$ cat src/rtl/pong_button_cond.sv
// Button conditioning for the Pong controls: 2-flop synchronizer, per-channel debounce filter,
// registered press/release strobes. Optional auto-repeat on o_Press when PONG_BTN_REPEAT_EN is defined.
module pong_button_cond #(
    parameter int c_NUM_BTN        = 5,
    parameter int c_DEBOUNCE_LIMIT = 250000,
    parameter int c_ACTIVE_LOW     = 0,
    parameter int c_REPEAT_DELAY   = 12500000,
    parameter int c_REPEAT_PERIOD  = 2500000
) (
    input  logic                 i_Clk,
    input  logic                 i_Rst,
    input  logic [c_NUM_BTN-1:0] i_Btn,
    output logic [c_NUM_BTN-1:0] o_Btn,
    output logic [c_NUM_BTN-1:0] o_Press,
    output logic [c_NUM_BTN-1:0] o_Release
);

    localparam int c_CNT_W = $clog2(c_DEBOUNCE_LIMIT + 1);
    localparam logic [c_CNT_W-1:0] c_CNT_LAST = c_CNT_W'(c_DEBOUNCE_LIMIT - 1);

    logic [c_NUM_BTN-1:0] w_Norm;
    logic [c_NUM_BTN-1:0] r_Sync1;
    logic [c_NUM_BTN-1:0] r_Sync2;

    assign w_Norm = (c_ACTIVE_LOW != 0) ? ~i_Btn : i_Btn;

    always_ff @(posedge i_Clk or posedge i_Rst) begin
        if (i_Rst) begin
            r_Sync1 <= '0;
            r_Sync2 <= '0;
        end else begin
            r_Sync1 <= w_Norm;
            r_Sync2 <= r_Sync1;
        end
    end

    for (genvar g = 0; g < c_NUM_BTN; g++) begin : g_chan
        logic [c_CNT_W-1:0] r_Cnt;
        logic               r_Stable;
        logic               r_Press;
        logic               r_Release;
        logic               w_Differ;
        logic               w_Accept;
        logic               w_Rise;
        logic               w_Fall;

        assign w_Differ = (r_Sync2[g] != r_Stable);
        assign w_Accept = w_Differ && (r_Cnt == c_CNT_LAST);
        assign w_Rise   = w_Accept && r_Sync2[g];
        assign w_Fall   = w_Accept && !r_Sync2[g];

        // Any single cycle of agreement restarts the count, so short bounces never reach the limit.
        always_ff @(posedge i_Clk or posedge i_Rst) begin
            if (i_Rst) begin
                r_Cnt     <= '0;
                r_Stable  <= 1'b0;
                r_Release <= 1'b0;
            end else begin
                r_Release <= w_Fall;
                if (!w_Differ) begin
                    r_Cnt <= '0;
                end else if (w_Accept) begin
                    r_Stable <= r_Sync2[g];
                    r_Cnt    <= '0;
                end else begin
                    r_Cnt <= r_Cnt + 1'b1;
                end
            end
        end

`ifdef PONG_BTN_REPEAT_EN
        localparam int c_RC_MAX = (c_REPEAT_DELAY > c_REPEAT_PERIOD) ? c_REPEAT_DELAY : c_REPEAT_PERIOD;
        localparam int c_RC_W   = $clog2(c_RC_MAX + 1);
        localparam logic [c_RC_W-1:0] c_RC_DELAY  = c_RC_W'(c_REPEAT_DELAY);
        localparam logic [c_RC_W-1:0] c_RC_PERIOD = c_RC_W'(c_REPEAT_PERIOD);

        logic [c_RC_W-1:0] r_Rc;
        logic [c_RC_W-1:0] w_RcNext;
        logic              r_Repeating;
        logic              w_RepHit;

        assign w_RcNext = r_Rc + 1'b1;
        assign w_RepHit = r_Stable && !w_Accept &&
                          (w_RcNext == (r_Repeating ? c_RC_PERIOD : c_RC_DELAY));

        // First repeat waits the long delay, later ones the short period; any level change restarts.
        always_ff @(posedge i_Clk or posedge i_Rst) begin
            if (i_Rst) begin
                r_Rc        <= '0;
                r_Repeating <= 1'b0;
                r_Press     <= 1'b0;
            end else begin
                r_Press <= w_Rise || w_RepHit;
                if (!r_Stable || w_Accept) begin
                    r_Rc        <= '0;
                    r_Repeating <= 1'b0;
                end else if (w_RepHit) begin
                    r_Rc        <= '0;
                    r_Repeating <= 1'b1;
                end else begin
                    r_Rc <= w_RcNext;
                end
            end
        end
`else
        always_ff @(posedge i_Clk or posedge i_Rst) begin
            if (i_Rst) begin
                r_Press <= 1'b0;
            end else begin
                r_Press <= w_Rise;
            end
        end
`endif

        assign o_Btn[g]     = r_Stable;
        assign o_Press[g]   = r_Press;
        assign o_Release[g] = r_Release;
    end

endmodule

$ cat config.mk
export PLATFORM = sky130hd
export DESIGN_NAME = pong_button_cond
export DESIGN_NICKNAME = d
export VERILOG_FILES = /design/src/rtl/pong_button_cond.sv
export SDC_FILE = /design/constraint.sdc
export NUM_CORES = 1
export LEC_CHECK = 0
export ABC_CLOCK_PERIOD_IN_PS = 6800
export CAP_MARGIN = 25
export CORE_MARGIN = 5
export CORE_UTILIZATION = 53
export DETAILED_ROUTE_END_ITERATION = 16
export GPL_TIMING_DRIVEN = 0
export HOLD_SLACK_MARGIN = 0.15
export MAX_ROUTING_LAYER = met4
export PLACE_DENSITY_LB_ADDON = 0.15
export SYNTH_ARGS = -nofsm -noshare
export SYNTH_HDL_FRONTEND = slang
export SYNTH_SLANG_ARGS = --single-unit
$ cat constraint.sdc
create_clock -name i_Clk -period 6.8 [get_ports i_Clk]
set_input_delay 2.04 -clock i_Clk [delete_from_list [all_inputs] [get_ports i_Clk]]
set_output_delay 2.04 -clock i_Clk [all_outputs]
set_load 0.05 [all_outputs]
Word level (Yosys, flattened, before mapping)
Cells that the tools add are included.
{ "op_classes": {"n_addsub": 5, "n_mul": 0, "div": 0, "magnitude_cmp": 0, "eq_ne": 10, "shift": 0, "mux": 10, "n_bitwise": 0, "n_reduce_logical": 25} }
{ "op_table": {"columns": ["cell", "n"], "rows": [
  ["$mux 18", 10],
  ["$add 18x1->18 const B", 5],
  ["$eq 18x18->1 const B", 5],
  ["$logic_and 1x1->1", 15],
  ["$reduce_and 2->1", 5],
  ["$logic_not 1->1", 5],
  ["$ne 1x1->1", 5]
]} }
{ "word_totals": {"ff_bits": 115, "latchBits": 0, "ram_bits": 0, "rom_bits": 0, "input_bits": 7, "output_inout_bits": 15, "wordCells": 72, "memories": 0} }

Logic depth before layout (Yosys ltp)
Gate-level depths: netlist (run 1).
{ "logic_depth": {"word_depth": 4, "depth_mapped": 6, "ltp_nobuf": 5} }

Worst setup path after synthesis (run 1)
OpenSTA, ideal clock, no wires.
{ "synth_timing": {"kind": "reg2out", "from": "reg g_chan[0].r_Stable", "to": "out o_Btn[0]", "t_arrival_ps": 588, "required_time_ps": 4760, "path_slack_ps": 4172, "stages_incl_launch_ff": 2, "path_buffers": 1, "cell_sequence": "dfrtp_1 > buf_4"} }
{ "synth_rtl": {"columns": ["element", "line_no", "source"], "rows": [
  ["from (decl)", "39", "logic r_Stable;"],
  ["from (signal assigned)", "63", "r_Stable <= r_Sync2[g];"],
  ["to (decl)", "13", "output logic [c_NUM_BTN-1:0] o_Btn,"]
]} }
No word-level cell between the ends.

Worst setup path after layout (run 1)
{ "layout_timing": {"from": "reg g_chan[3].r_Stable", "to": "out o_Btn[3]"} }
{ "layout_rtl": {"columns": ["element", "line_no"], "rows": [
  ["from (decl)", "39"],
  ["from (signal assigned)", "63"]
]} }
No word-level cell between the ends.

==> reports/results.tsv, run 1 <==
metric	value	unit
fp-row-count	37	
first_global_vias	3986	
ys_ff_latch	115	
grt_util_met3	5.380	%
start_util	53.45	%
pre_cts_ws	3435	ps
cts.clk_slew.worst_paths	50	ps
critPathMaxStageDelay	790	ps
die_area	12400	sq um
cpLargestDelayFamily	buffers and inverters	
yosysSeqAreaShare	52.86	%
overflow	0	
p_leak	2.640	nW
worst_slew_pin_slew	702.4	ps
cts_root_buffer	clkbuf_8	
drt-pass1-iter-count	7	
syn_area_per_cell	10.16	sq um
busiest_layer	met2	
grt_usage	18.05	%
cts_tree	done	
path_max_fanout	5	
place_inst	694	
numPortBuffers	21	
fin_skew	5.171	ps
cts.sinks	115	
final_common_cell	dfrtp_1	
gr-usage-met1	22.57	%
syn2layout_area_growth	18.16	%
hold_start	r_Sync1[2]	
avgViaCountPerCell	5.489	
crit_buf_inv	2	
slew_viol_final	0	
rsz0062_at_grt	no	
antenna_found_initial	0	
synth_top_area_share	52.86	%
max_cap_viol_count	0	
cts_buffers	17	
htree_levels	4	
globalplace.congestion	0.8277	
slew_headroom	52.86	%
finalSetupViolations	0	
hold_class	flip-flop to flip-flop	
finalHoldViolCount	0	
yosys_warnings	0	
crit_type	flip-flop to primary output	
end_kind	primary output	
syn-num-nets	548	
fin_crit	3888	ps
die_w	111.4	um
core_area	10180	sq um
place_hpwl	6.648	mm
fillers	825	
synth_cell_types	39	
use_met2	27.66	%
cp_cell_sequence	buf_4 -> clkdlybuf4s50_1	
whs	345.5	ps
fmax	0.2572	GHz
clock_latency	510	ps
setup_ws	2912	ps
synthTopCellsByArea	dfrtp_1, xnor2_1, nor2_1	
vdd_ir_drop_max	232.7	uV
cp_data_arrival_time	1850	ps
wl	9.930	mm
remaining_drc_errors	0	
worstReg2RegStart	g_chan[0].r_Cnt[0]	
yosysTopAreaCell	dfrtp_1	
vias	3985	
cp-startpoint	g_chan[3].r_Stable	
grt_pass1_wl	17.87	mm
drt_iter0_drc	205	
ctsResizeCount	0	
cp-start-kind	flip-flop	
post_cts_buffers	0	
finalCritPeriodShare	57.18	%
grt_max_degree	62	
nets	589	
slowest_stage	clkdlybuf4s50_1	
die_h	111.4	um
n_antenna_cell	0	
final_cells	726	
powerDensity	248.7	nW/um^2
ant_nets	0	
ctsLongestPathBuffers	2	
outcome	completed	
ios	22	
synth_area	5444	sq um
netlist_instances	536	
required	4760	ps
cts_hold_buf	0	
drive_gt1_share	11.53	%
routedWlPerCell	13.68	um
setup_tns	0	ps
mostFrequentLayoutCells	dfrtp_1, nor2_1, xnor2_1	
path summary, 6_finish.rpt:
| check | endpoint | slack [ps] | cells after the start |
|---|---|---|---|
| setup / recovery | o_Btn[3] | 2910 | 2 |
| hold / removal | r_Sync2[2] | 350 | 0 |
| setup reg to reg | g_chan[0].r_Cnt[10] | 4610 | 6 |
| hold reg to reg | r_Sync2[2] | 350 | 0 |
| max in group asynchronous | g_chan[1].r_Cnt[8] | 4080 | 3 |
| min in group asynchronous | g_chan[0].r_Cnt[9] | 2000 | 2 |
cells by family after synthesis:
logic type	synth area share (%)
and+or+nand+nor	25.76
buffers and inverters	4.206
AOI/OAI and AO/OA	4.665
adders and majority gates	1.149
muxes	0.4137
DFF	52.86
xor gates and xnor gates	10.94
synthesized netlist by cell type, drive strengths merged:
cell    instances
nor2b           2
clkbuf          4
and4bb          1
o21ai          14
o31ai          10
nor3b           2
nor3           16
a21oi          17
nand3          37
nand2b          3
mux2            2
nor4           21
ha              5
and2            2
and3            6
xor2           19
or3b            1
nor4bb          1
inv            20
nor4b           6
or4            11
nand4b          5
or3             6
nand4          21
dfrtp         115
nand2          23
o41ai           1
and4            7
buf            20
or2             2
xnor2          49
nor2           87
stage by stage:
stage               cell area [sq um]  power [W]  utilization, %
global placement                 5824  0.0007589           57.19
finish                           6432   0.001600           63.16
detailed placement               5854  0.0007622           57.48
global route                     6432   0.001664           63.16
floorplan                        5444  0.0007456               -
CTS                              6432   0.001620           63.16
cell type report:
| cell class | count | area, sq um | area share (%) |
|---|---|---|---|
| buffer | 24 | 153.9 | 2.393 |
| inverter | 20 | 77.57 | 1.206 |
| timing repair buffer | 22 | 237.7 | 3.696 |
| sequential | 115 | 2878 | 44.74 |
| clock buffer | 22 | 473.0 | 7.353 |
| clock inverter | 10 | 105.1 | 1.634 |
| multi-input combinational | 377 | 2337 | 36.34 |
| tap | 136 | 170.2 | 2.645 |
report_power, final:
part           leakage (nW)  switching [W]  internal [W]   total, W
clock                 0.286       0.000296      0.000555   0.000851
sequential             1.57     0.00000956      0.000695   0.000705
combinational         0.783      0.0000301     0.0000141  0.0000442
total                  2.64       0.000335       0.00126    0.00160
metal layers:
layer  vias to the layer above  part of all wire (%)
li1                       1959                     -
met1                      1947                    47
met2                        67                    48
met3                        12                   4.2
met4                         0                   1.2
met5                         -                     0
flip-flops by register name (all words and copies together) (netlist names):
register	flops
g_chan.r_Cnt	90
g_chan.r_Press	5
g_chan.r_Release	5
g_chan.r_Stable	5
r_Sync1	5
r_Sync2	5
(Power assumes the default switching activity.)
==> run 2, diff against run 1 <==
--- a/config.mk
+++ b/config.mk
@@ -5,7 +5,7 @@
 export SDC_FILE = /design/constraint.sdc
 export NUM_CORES = 1
 export LEC_CHECK = 0
-export ABC_CLOCK_PERIOD_IN_PS = 6800
+export ABC_CLOCK_PERIOD_IN_PS = 3800
 export CAP_MARGIN = 25
 export CORE_MARGIN = 5
 export CORE_UTILIZATION = 53
==> constraint.sdc (replaced) <==
create_clock -name i_Clk -period 3.8 [get_ports i_Clk]
set_input_delay 1.14 -clock i_Clk [delete_from_list [all_inputs] [get_ports i_Clk]]
set_output_delay 1.14 -clock i_Clk [all_outputs]
set_load 0.05 [all_outputs]
==> run 2 against run 1 <==
  * Register-to-register slack got worse by 3000 ps
  * Clock skew increased by 4.8 ps
  * Combinational power increased by 93%
  * Non-clock buffer count increased by 2
  * Wire length decreased by 0.60%
  * Global-route usage increased by 0.13 points
  * Hold slack about the same
  * Die area unchanged
  * Clock power increased by 120%
  * Power increased by 99%
  * Setup slack got worse by 2100 ps
  * Critical path depth unchanged
  * Critical path type unchanged
  * Largest cell class unchanged
  * Highest routed layer unchanged
==> reports/results.tsv, run 2 (synthesis results as in run 1) <==
metric	value	unit
worst_slew_pin_slew	662.6	ps
cts.clk_slew.worst_paths	50	ps
cts.sinks	115	
power	0.003184	W
finalCritPeriodShare	78.65	%
nets	591	
drive_gt1_share	11.66	%
cts_tree	done	
wl	9.870	mm
remaining_drc_errors	0	
busiest_layer	met2	
postLayoutCellArea	6584	sq um
post_cts_buffers	0	
grt_util_met3	6.196	%
rsz0062_at_grt	no	
drt_iter0_drc	177	
p_sw	0.0005977	W
die_area	12400	sq um
cp-start-kind	flip-flop	
ctsLongestPathBuffers	2	
hold_class	flip-flop to flip-flop	
powerDensity	483.5	nW/um^2
cpLargestDelayFamily	buffers and inverters	
n_antenna_cell	0	
end_kind	primary output	
ctsResizeCount	0	
largest_reg_flops	90	
die_h	111.4	um
overflow	0	
finalHoldViolCount	0	
required	2660	ps
first_global_vias	3941	
vias	3864	
final_common_cell	dfrtp_1	
intPower	0.002586	W
placed_area	5896	sq um
use_met2	27.34	%
top_register	g_chan.r_Cnt	
path_max_fanout	5	
cts_hold_buf	0	
fp-row-count	37	
numPortBuffers	21	
crit_buf_inv	2	
globalplace.congestion	0.8228	
ios	22	
cts_buffers	17	
slowest_stage	clkdlybuf4s50_1	
clockPowerShare	57.7	%
htree_levels	4	
slew_viol_final	0	
fin_skew	9.966	ps
crit_type	flip-flop to primary output	
fin_crit	2989	ps
routedWlPerCell	13.56	um
fmax	0.3346	GHz
outcome	completed	
place_hpwl	6.759	mm
antenna_found_initial	0	
grt_max_degree	41	
avgViaCountPerCell	5.308	
seq_area	2878	sq um
gr-usage-met1	23.19	%
drt-pass1-iter-count	4	
cp_cell_sequence	buf_4 -> clkdlybuf4s50_1	
start_util	53.45	%
syn2layout_area_growth	20.94	%
grt_pass1_wl	17.88	mm
cts_root_buffer	clkbuf_8	
p_leak	2.708	nW
seqPwrFrac	39.6	%
postLayoutCoreUtil	64.64	%
die_w	111.4	um
vdd_ir_drop_max	414.1	uV
finalSetupViolations	0	
grt_usage	18.18	%
clock_latency	520	ps
core_area	10180	sq um
fillers	828	
max_cap_viol_count	0	
slew_headroom	55.53	%
mostFrequentLayoutCells	dfrtp_1, nor2_1, xnor2_1	
critPathMaxStageDelay	780	ps
multiInputGateArea	2337	sq um
cp_data_arrival_time	1850	ps
pwr-share-comb	2.7	%
swShare	18.78	%
ant_nets	0	
setup_tns	0	ps
whs	345.8	ps
run 2: worst register-to-register path: stages (launching register included):
cell and delay, ps:
dfrtp_1 380, ha_1 220, and3_1 250, nand4_1 230
o21ai_1 610, buf_2 350, nor2_1 80
run 2: routing by layer:
metal	wire length, um	vias up
li1	-	1951
met1	4797	1863
met2	4686	39
met3	279	11
met4	107	0
met5	0	-
run 2: area by class of cell:
class	instances	area share, %
Timing Repair Buffer	24	4.219
Multi-Input combinational cell	377	35.50
Clock inverter	10	3.421
Tap cell	136	2.585
Clock buffer	22	7.032
Sequential cell	115	43.71
Buffer	24	2.338
Inverter	20	1.197
run 2: final timing paths:
kind / start / endpoint / slack [ps] / cells after the start
max: g_chan[0].r_Stable / o_Btn[0] / 810 / 2
min: r_Sync1[2] / r_Sync2[2] / 350 / 0
max reg2reg: g_chan[0].r_Cnt[0] / g_chan[0].r_Cnt[10] / 1580 / 6
min reg2reg: r_Sync1[2] / r_Sync2[2] / 350 / 0
max in group asynchronous: i_Rst / g_chan[2].r_Cnt[11] / 2000 / 4
min in group asynchronous: i_Rst / g_chan[4].r_Cnt[13] / 1010 / 2
run 2: metrics by stage:
step,instances,worst slack [ps]
floorplan,536,1261
global route,728,709.9
detailed placement,696,1336
CTS,728,766.6
finish,728,811.3
global placement,693,189.6
run 2: power groups by stage:
| stage | sequential, W | clock (W) | combinational (W) |
|---|---|---|---|
| 2_1_floorplan | 0.00128 | 0 | 0.0000561 |
| 3_3_place_gp | 0.00128 | 0 | 0.0000773 |
| 4_1_cts | 0.00126 | 0.00188 | 0.0000887 |
| 5_1_grt | 0.00126 | 0.00194 | 0.0000993 |
| 3_5_place_dp | 0.00128 | 0 | 0.0000878 |
| 6_report | 0.00126 | 0.00184 | 0.0000853 |
